<file path="src/rtl/tx_serializer_pkg.sv">
// Shared types and constants for the TX serializer.
package tx_serializer_pkg;

  // Frame sequencing states; the three unused codes fall back to IDLE.
  typedef enum logic [2:0] {
    ST_IDLE   = 3'd0,
    ST_START  = 3'd1,
    ST_DATA   = 3'd2,
    ST_PARITY = 3'd3,
    ST_STOP   = 3'd4
  } tx_state_e;

  // Parity mode selector values.
  localparam int unsigned PARITY_NONE = 0;
  localparam int unsigned PARITY_EVEN = 1;
  localparam int unsigned PARITY_ODD  = 2;

endpackage

</file>
<file path="src/rtl/tx_baud_gen.sv">
// Bit-period timer: bit_done_o is high in the last cycle of each serial bit.
module tx_baud_gen #(
  parameter int unsigned CLKS_PER_BIT = 16
) (
  input  logic clk,
  input  logic rst,
  input  logic clear_i,
  output logic bit_done_o
);

  localparam int unsigned CNT_W = (CLKS_PER_BIT > 2) ? $clog2(CLKS_PER_BIT) : 1;
  localparam logic [CNT_W-1:0] CNT_LAST = CNT_W'(CLKS_PER_BIT - 1);

  logic [CNT_W-1:0] count_q, count_d;
  logic             bit_done_q, bit_done_d;

  // Next count and a registered terminal-count flag aligned with count_q.
  always_comb begin
    count_d = count_q + CNT_W'(1);
    if (clear_i || (count_q == CNT_LAST)) begin
      count_d = '0;
    end
    bit_done_d = (count_d == CNT_LAST);
  end

  // Counter and flag registers.
  always_ff @(posedge clk) begin
    if (rst) begin
      count_q    <= '0;
      bit_done_q <= 1'b0;
    end else begin
      count_q    <= count_d;
      bit_done_q <= bit_done_d;
    end
  end

  assign bit_done_o = bit_done_q;

endmodule

</file>
<file path="src/rtl/tx_serializer.sv">
// Async-frame transmitter: start bit, LSB-first data, optional parity, stop bits.
module tx_serializer
  import tx_serializer_pkg::*;
#(
  parameter int unsigned DATA_W       = 8,
  parameter int unsigned CLKS_PER_BIT = 16,
  parameter int unsigned PARITY       = 0,
  parameter int unsigned STOP_BITS    = 1
) (
  input  logic              clk,
  input  logic              rst,
  input  logic              TX_Data_Valid,
  input  logic [DATA_W-1:0] TX_Data,
  output logic              TX_Data_Ready,
  output logic              tx_serial,
  output logic              tx_busy
);

  localparam int unsigned CNT_MAX   = (DATA_W > STOP_BITS) ? DATA_W : STOP_BITS;
  localparam int unsigned BIT_CNT_W = $clog2(CNT_MAX) + 1;
  localparam logic [BIT_CNT_W-1:0] DATA_LAST = BIT_CNT_W'(DATA_W - 1);
  localparam logic [BIT_CNT_W-1:0] STOP_LAST = BIT_CNT_W'(STOP_BITS - 1);

  tx_state_e             state_q, state_d;
  logic [DATA_W-1:0]     shift_q, shift_d;
  logic [BIT_CNT_W-1:0]  bit_cnt_q, bit_cnt_d;
  logic                  parity_q, parity_d;
  logic                  tx_serial_q, tx_serial_d;
  logic                  ready_q, ready_d;
  logic                  busy_q, busy_d;
  logic                  accept;
  logic                  bit_done;
  logic                  baud_clear;

  assign accept     = TX_Data_Valid & ready_q;
  assign baud_clear = (state_q == ST_IDLE);

  tx_baud_gen #(
    .CLKS_PER_BIT(CLKS_PER_BIT)
  ) u_baud (
    .clk       (clk),
    .rst       (rst),
    .clear_i   (baud_clear),
    .bit_done_o(bit_done)
  );

  // Next-state and next-output logic; outputs are computed for the state being entered.
  always_comb begin
    state_d     = state_q;
    shift_d     = shift_q;
    bit_cnt_d   = bit_cnt_q;
    parity_d    = parity_q;
    tx_serial_d = 1'b1;
    ready_d     = 1'b0;
    busy_d      = 1'b1;

    unique case (state_q)
      ST_IDLE: begin
        ready_d = 1'b1;
        busy_d  = 1'b0;
        if (accept) begin
          shift_d     = TX_Data;
          parity_d    = (PARITY == PARITY_ODD) ? ~^TX_Data : ^TX_Data;
          state_d     = ST_START;
          tx_serial_d = 1'b0;
          ready_d     = 1'b0;
          busy_d      = 1'b1;
        end
      end
      ST_START: begin
        tx_serial_d = 1'b0;
        if (bit_done) begin
          state_d     = ST_DATA;
          bit_cnt_d   = '0;
          tx_serial_d = shift_q[0];
        end
      end
      ST_DATA: begin
        tx_serial_d = shift_q[0];
        if (bit_done) begin
          shift_d = shift_q >> 1;
          if (bit_cnt_q == DATA_LAST) begin
            bit_cnt_d = '0;
            if (PARITY != PARITY_NONE) begin
              state_d     = ST_PARITY;
              tx_serial_d = parity_q;
            end else begin
              state_d     = ST_STOP;
              tx_serial_d = 1'b1;
            end
          end else begin
            bit_cnt_d   = bit_cnt_q + BIT_CNT_W'(1);
            tx_serial_d = shift_d[0];
          end
        end
      end
      ST_PARITY: begin
        tx_serial_d = parity_q;
        if (bit_done) begin
          state_d     = ST_STOP;
          bit_cnt_d   = '0;
          tx_serial_d = 1'b1;
        end
      end
      ST_STOP: begin
        if (bit_done) begin
          if (bit_cnt_q == STOP_LAST) begin
            state_d = ST_IDLE;
            ready_d = 1'b1;
            busy_d  = 1'b0;
          end else begin
            bit_cnt_d = bit_cnt_q + BIT_CNT_W'(1);
          end
        end
      end
      default: begin
        state_d = ST_IDLE;
        busy_d  = 1'b0;
      end
    endcase
  end

  // State and output registers.
  always_ff @(posedge clk) begin
    if (rst) begin
      state_q     <= ST_IDLE;
      shift_q     <= '0;
      bit_cnt_q   <= '0;
      parity_q    <= 1'b0;
      tx_serial_q <= 1'b1;
      ready_q     <= 1'b0;
      busy_q      <= 1'b0;
    end else begin
      state_q     <= state_d;
      shift_q     <= shift_d;
      bit_cnt_q   <= bit_cnt_d;
      parity_q    <= parity_d;
      tx_serial_q <= tx_serial_d;
      ready_q     <= ready_d;
      busy_q      <= busy_d;
    end
  end

  assign TX_Data_Ready = ready_q;
  assign tx_serial     = tx_serial_q;
  assign tx_busy       = busy_q;

endmodule

</file>
<file path="config.mk">
export PLATFORM = sky130hd
export DESIGN_NAME = tx_serializer
export DESIGN_NICKNAME = d
export VERILOG_FILES = /design/src/rtl/tx_serializer_pkg.sv /design/src/rtl/tx_baud_gen.sv /design/src/rtl/tx_serializer.sv
export SDC_FILE = /design/constraint.sdc
export NUM_CORES = 1
export LEC_CHECK = 0
export BUFFER_PORTS_ARGS = -buffer_cell sky130_fd_sc_hd__buf_2
export CORE_MARGIN = 3
export CORE_UTILIZATION = 60
export DETAILED_ROUTE_END_ITERATION = 10
export MAX_ROUTING_LAYER = met4
export PLACE_DENSITY = 0.77
export SYNTH_ARGS = -nofsm -noshare
export SYNTH_HDL_FRONTEND = slang
export SYNTH_SLANG_ARGS = --single-unit
</file>
<file path="constraint.sdc">
create_clock -name clk -period 3.6 [get_ports clk]
set_input_delay 1.08 -clock clk [delete_from_list [all_inputs] [get_ports clk]]
set_output_delay 1.08 -clock clk [all_outputs]
set_load 0.05 [all_outputs]
</file>
**Word level (Yosys, flattened, before mapping)**

Index checks and enable logic that the tools add are counted.

- Memory bits (read-only): 0
- Input bits: 11
- Logic and storage cells: 71
- Output and inout port bits: 3
- Memories: 0
- Flip-flop bits (word level): 24
- Bits in latches: 0
- Bits in writable memories: 0

- Order comparisons: 0
- Bitwise operators: 1
- Div/mod/pow operators: 0
- Muxes and demuxes: 31
- Reductions and logical operators: 12
- $mul: 0
- Equal/unequal tests: 16
- Add/sub/neg operators: 2
- Shift-type cells: 0

Operators by type and width:

| kind | count |
|---|---|
| 4-bit 2-to-1 mux | 6 |
| 3-bit 2-to-1 mux | 7 |
| 8-bit 2-to-1 mux | 2 |
| 8-bit one-hot mux with 2 select lines | 1 |
| 3-bit one-hot mux with 5 select lines | 1 |
| 4-bit one-hot mux with 3 select lines | 1 |
| 1-bit 2-to-1 mux | 10 |
| 2-bit by 1-bit != test with 1-bit output (second input constant) | 5 |
| 4-bit by 1-bit adder with 4-bit output (second input constant) | 2 |
| 4-bit equality test (second input constant) | 2 |
| 2-bit != test (second input constant) | 4 |
| 8-bit XOR reduction | 1 |
| 7-bit AND reduction | 1 |
| 3-bit by 2-bit equality test with 1-bit output (second input constant) | 2 |
| 5-bit AND reduction | 1 |
| 4-bit by 3-bit equality test with 1-bit output (second input constant) | 1 |
| 4-bit logical NOT | 1 |
| 1-bit one-hot mux with 4 select lines | 1 |
| 3-bit by 1-bit equality test with 1-bit output (second input constant) | 1 |
| 3-bit equality test (second input constant) | 1 |
| 3-bit logical NOT | 1 |
| 1-bit one-hot mux with 3 select lines | 1 |
| 3-bit AND reduction | 1 |
| 3-bit nonzero test | 1 |
| 7 further kinds | 7 |

**Logic depth before layout (Yosys ltp)**

- Depth after elaboration: 4
- Gate-level depth with buffers: 7
- Depth with buffers taken out: 6

**Modules after synthesis**

A second synthesis with hierarchy kept.

- Cell total of the unflattened synthesis: 134
- Area total of the unflattened synthesis: 1322.5 µm²

Modules (own cells, without submodules):

| module | sequential area each (µm²) | instances | area each (µm²) | cells an instance |
|---|---|---|---|---|
| tx_serializer | 380.4 | 1 | 1122.3 | 117 |
| tx_baud_gen | 100.1 | 1 | 200.2 | 17 |

**Worst setup path after synthesis**

Ideal clock, no wire load.

- Kind: input to register
- Start point: input rst
- End point: register state_q[0]
- Library setup time: 123 ps
- Stages: 3
- Arrival time: 1702 ps
- Path buffers: 2
- Path slack: 1776 ps
- Required time: 3477 ps
- Path through: buf_1 -> buf_2 -> nor3_1

RTL lines:

| item | RTL line | source |
|---|---|---|
| from (decl) | tx_serializer.sv:11 | `input logic rst,` |
| to (signal assigned) | tx_serializer.sv:134 | `state_q <= state_d;` |
| to (decl) | tx_serializer.sv:24 | `tx_state_e state_q, state_d;` |

No word-level cell between the ends.

**Worst setup path in the final report**

- Start point: register ready_q, in the netlist TX_Data_Ready
- End point: output TX_Data_Ready

RTL lines:

| item | RTL line | source |
|---|---|---|
| from (decl) | tx_serializer.sv:29 | `logic ready_q, ready_d;` |
| from (signal assigned) | tx_serializer.sv:139 | `ready_q <= ready_d;` |
| to (decl) | tx_serializer.sv:14 | `output logic TX_Data_Ready,` |

No word-level cell between the ends.

==> summary.txt <==
clock share of power = 0.331
Via density = 5.97
ant diodes = 0
Die W = 53.0 um
Die ar. = 2810 um2
CTS tree = built
warnings from Yosys = 0
sequential cell area fraction in the yosys report = 0.362
Post-CTS Hold Buffers = 0
Post CTS Setup Buffer Count = 0
crit-path leading delay family = flip-flops
Final ANT Viol Nets = 0
Post-synth ARST share = 0
clk slew on worst S/H paths = 0.13 ns
Final Net Count = 160
placed instance count = 168
hpwl dp = 1.74 mm
vias in the first global route = 981
overall power = 0.568 mW
Mapped Area = 1330 um2
clk sink count = 24
Post-Synthesis Cells = 135
clock latency on the worst-skew pair = 0.30 ns
Buf+Inv Stages, Crit Path = 1
final instance area = 1420 um2
slowest stage delay, CP = 0.43 ns
Placed Instance Area = 1370 um2
number of max-cap violations = 0
Hold Worst Slack = 0.524 ns
pwr dens = 400 nW/um2
post-CTS sizing = 0
Area contributors post-synth = dfxtp_1 36%, a211oi_2 6.6%, mux2i_1 5.3%
port bufs = 13
Setup crit end kind = primary output
routed vias = 1027
Cell Count, Final, Fillers Out = 172
Clock Skews = 0.00189 ns
final setup vio count = 0
drt initial violations = 14
EDFF count, synth = 0
WP data arrival = 1.03 ns
NetSw = 0.137 mW
relative slew slack = 0.663
GRT Total Usage = 0.204
Max Fclk = 473 MHz
VDD IR max = 0.347 mV
fill count = 170
Crit Path Class = reg2out
initial antenna violation count = 0
period utilization = 0.587
min cycle time layout = 2.11 ns
DRC = 0
Max Slew Vio Count = 0
critical path cell sequence = buf_2
Seq pwr share = 0.513
type of the tightest min-delay check = reg2reg
leading area contributor after synthesis = dfxtp_1
clk buf depth = 2
Die Ht = 53.0 um
Leak = 0.484 nW
multi-input logic area = 763 um2
WL per Instance = 13.8 um
nature of the critical path startpoint = flop
Net Sw Frac = 0.241
first-pass GRT wire length = 4.17 mm
core area = 2020 um2
synth unique cells = 53
leading register cell type out of synthesis = dfxtp_1
largest net degree at the start of global routing = 25
critical path fanouts, max = 5
# H-tree levels = 1
WP data required = 2.52 ns
setup tns final = 0 ns
Synth-to-Final Area Change = 6.89%
Root Driver = clkbuf_4
Comb pwr share = 0.156
Placer Congestion = 0.795
slowest CP cell = dfxtp_1
Synthesized Nets = 149
Std-Cell Rows = 16
sequential standard cell area = 480 um2
I/O pins = 14
Final Hold Fails = 0
DR pass1 iterations = 4
Congestion Overflow GR = 0
Int Pwr = 0.431 mW
status = completed
#FFs+latches synth = 24
Starting Density = 0.656
clock buffer count from CTS = 3
DRT Wirelength = 2.38 mm
layout cell share with drive strength beyond 1 = 0.248
area share of the largest cell type after synthesis = 0.362
Mapped Avg Cell Area = 9.82 um2
RSZ-0062 raised after global routing = no
Slew @ Worst Pin = 0.505 ns
-- synthesized netlist by cell type (2+ instances only) --
| library cell | number |
|---|---|
| a211oi_2 | 7 |
| a21o_1 | 2 |
| a21oi_1 | 6 |
| a31oi_1 | 3 |
| and2_1 | 2 |
| buf_2 | 2 |
| buf_6 | 2 |
| dfxtp_1 | 24 |
| ha_1 | 3 |
| inv_1 | 4 |
| mux2i_1 | 7 |
| nand2_1 | 3 |
| nand2b_1 | 3 |
| nand3_1 | 2 |
| nand4b_1 | 2 |
| nor2_1 | 12 |
| nor2_2 | 3 |
| nor2b_1 | 2 |
| nor3_1 | 2 |
| nor3b_2 | 2 |
| o21ai_0 | 2 |
| or3_1 | 2 |
| xnor2_1 | 8 |
-- registers in the layout (all words and copies together), names as in the netlist, 3 cells and up --
signal / cells
u_baud.count_q: 4
state_q: 3
bit_cnt_q: 4
shift_q: 8
-- power groups by stage --
stage / Sequential (mW) / Clock, mW / Combinational [mW]
2_1_floorplan: 0.303 / 0 / 0.0657
3_3_place_gp: 0.296 / 0 / 0.0861
3_5_place_dp: 0.297 / 0 / 0.0890
4_1_cts: 0.291 / 0.193 / 0.0892
5_1_grt: 0.294 / 0.204 / 0.0975
6_report: 0.291 / 0.188 / 0.0885
-- worst min-delay path: cells and delay by family, from the launching register on --
family	cells	cell delay (ns)
flip-flops	1	0.34
AND/OR/NAND/NOR	1	0.11
AO/OA/AOI/OAI	1	0.05
-- final timing paths --
| check | start | to | slack [ns] | depth (start not counted) |
|---|---|---|---|---|
| setup / recovery | TX_Data_Ready | TX_Data_Ready | 1.49 | 1 |
| setup reg to reg | state_q[2] | bit_cnt_q[0] | 1.86 | 4 |
| hold reg to reg | shift_q[5] | shift_q[5] | 0.52 | 2 |
| hold / removal | shift_q[5] | shift_q[5] | 0.52 | 2 |
-- through the flow --
step | util | setup slack, ns
final | 0.701 | 1.49
after global routing | 0.701 | 1.41
after CTS | 0.701 | 1.46
after detailed placement | 0.675 | 1.58
after global placement | 0.675 | 1.60
after floorplan | - | 1.78
-- final cells by class --
| class | count | area share |
|---|---|---|
| repair buffers | 14 | 0.0512 |
| clock buffers | 3 | 0.0159 |
| multi-input cells | 99 | 0.538 |
| inverters | 4 | 0.0106 |
| flip-flops and latches | 24 | 0.339 |
| clock inverters | 1 | 0.0212 |
| well taps | 27 | 0.0238 |
-- kinds of logic (layout without fill, tap and decap cells) --
logic type	count (synthesis)	after routing	synth area share
DFF	24	24	0.362
adders and majority gates	3	3	0.0283
AOI/OAI and AO/OA	35	35	0.231
buffers and inverters	12	22	0.0623
xor gates and xnor gates	8	8	0.0528
muxes	7	7	0.0528
and+or+nand+nor	46	46	0.210
-- layout by cell type, fill, tap and decap left out, types with 2 or more instances in the layout --
master,instances
a21o_1,2
nor2_2,3
a21oi_1,6
nand2b_1,3
ha_1,3
nand2_1,3
a31oi_1,3
nand4b_1,2
inv_1,4
or3_1,2
o21ai_0,2
nor3_1,2
nand3_1,2
clkbuf_4,3
nor2b_1,2
mux2i_1,7
xnor2_1,8
nor2_1,12
nor3b_2,2
and2_1,2
dfxtp_1,24
buf_2,13
a211oi_2,7
-- routing by layer --
layer  global-route usage  vias up  share of wire
met4               0.0936        0         0.0063
li1                     -      516              -
met2                0.337       19           0.49
met3               0.0254        2          0.035
met1                0.247      490           0.46
met5                    -        -              0
No activity file was read; power rests on OpenSTA's default activity.
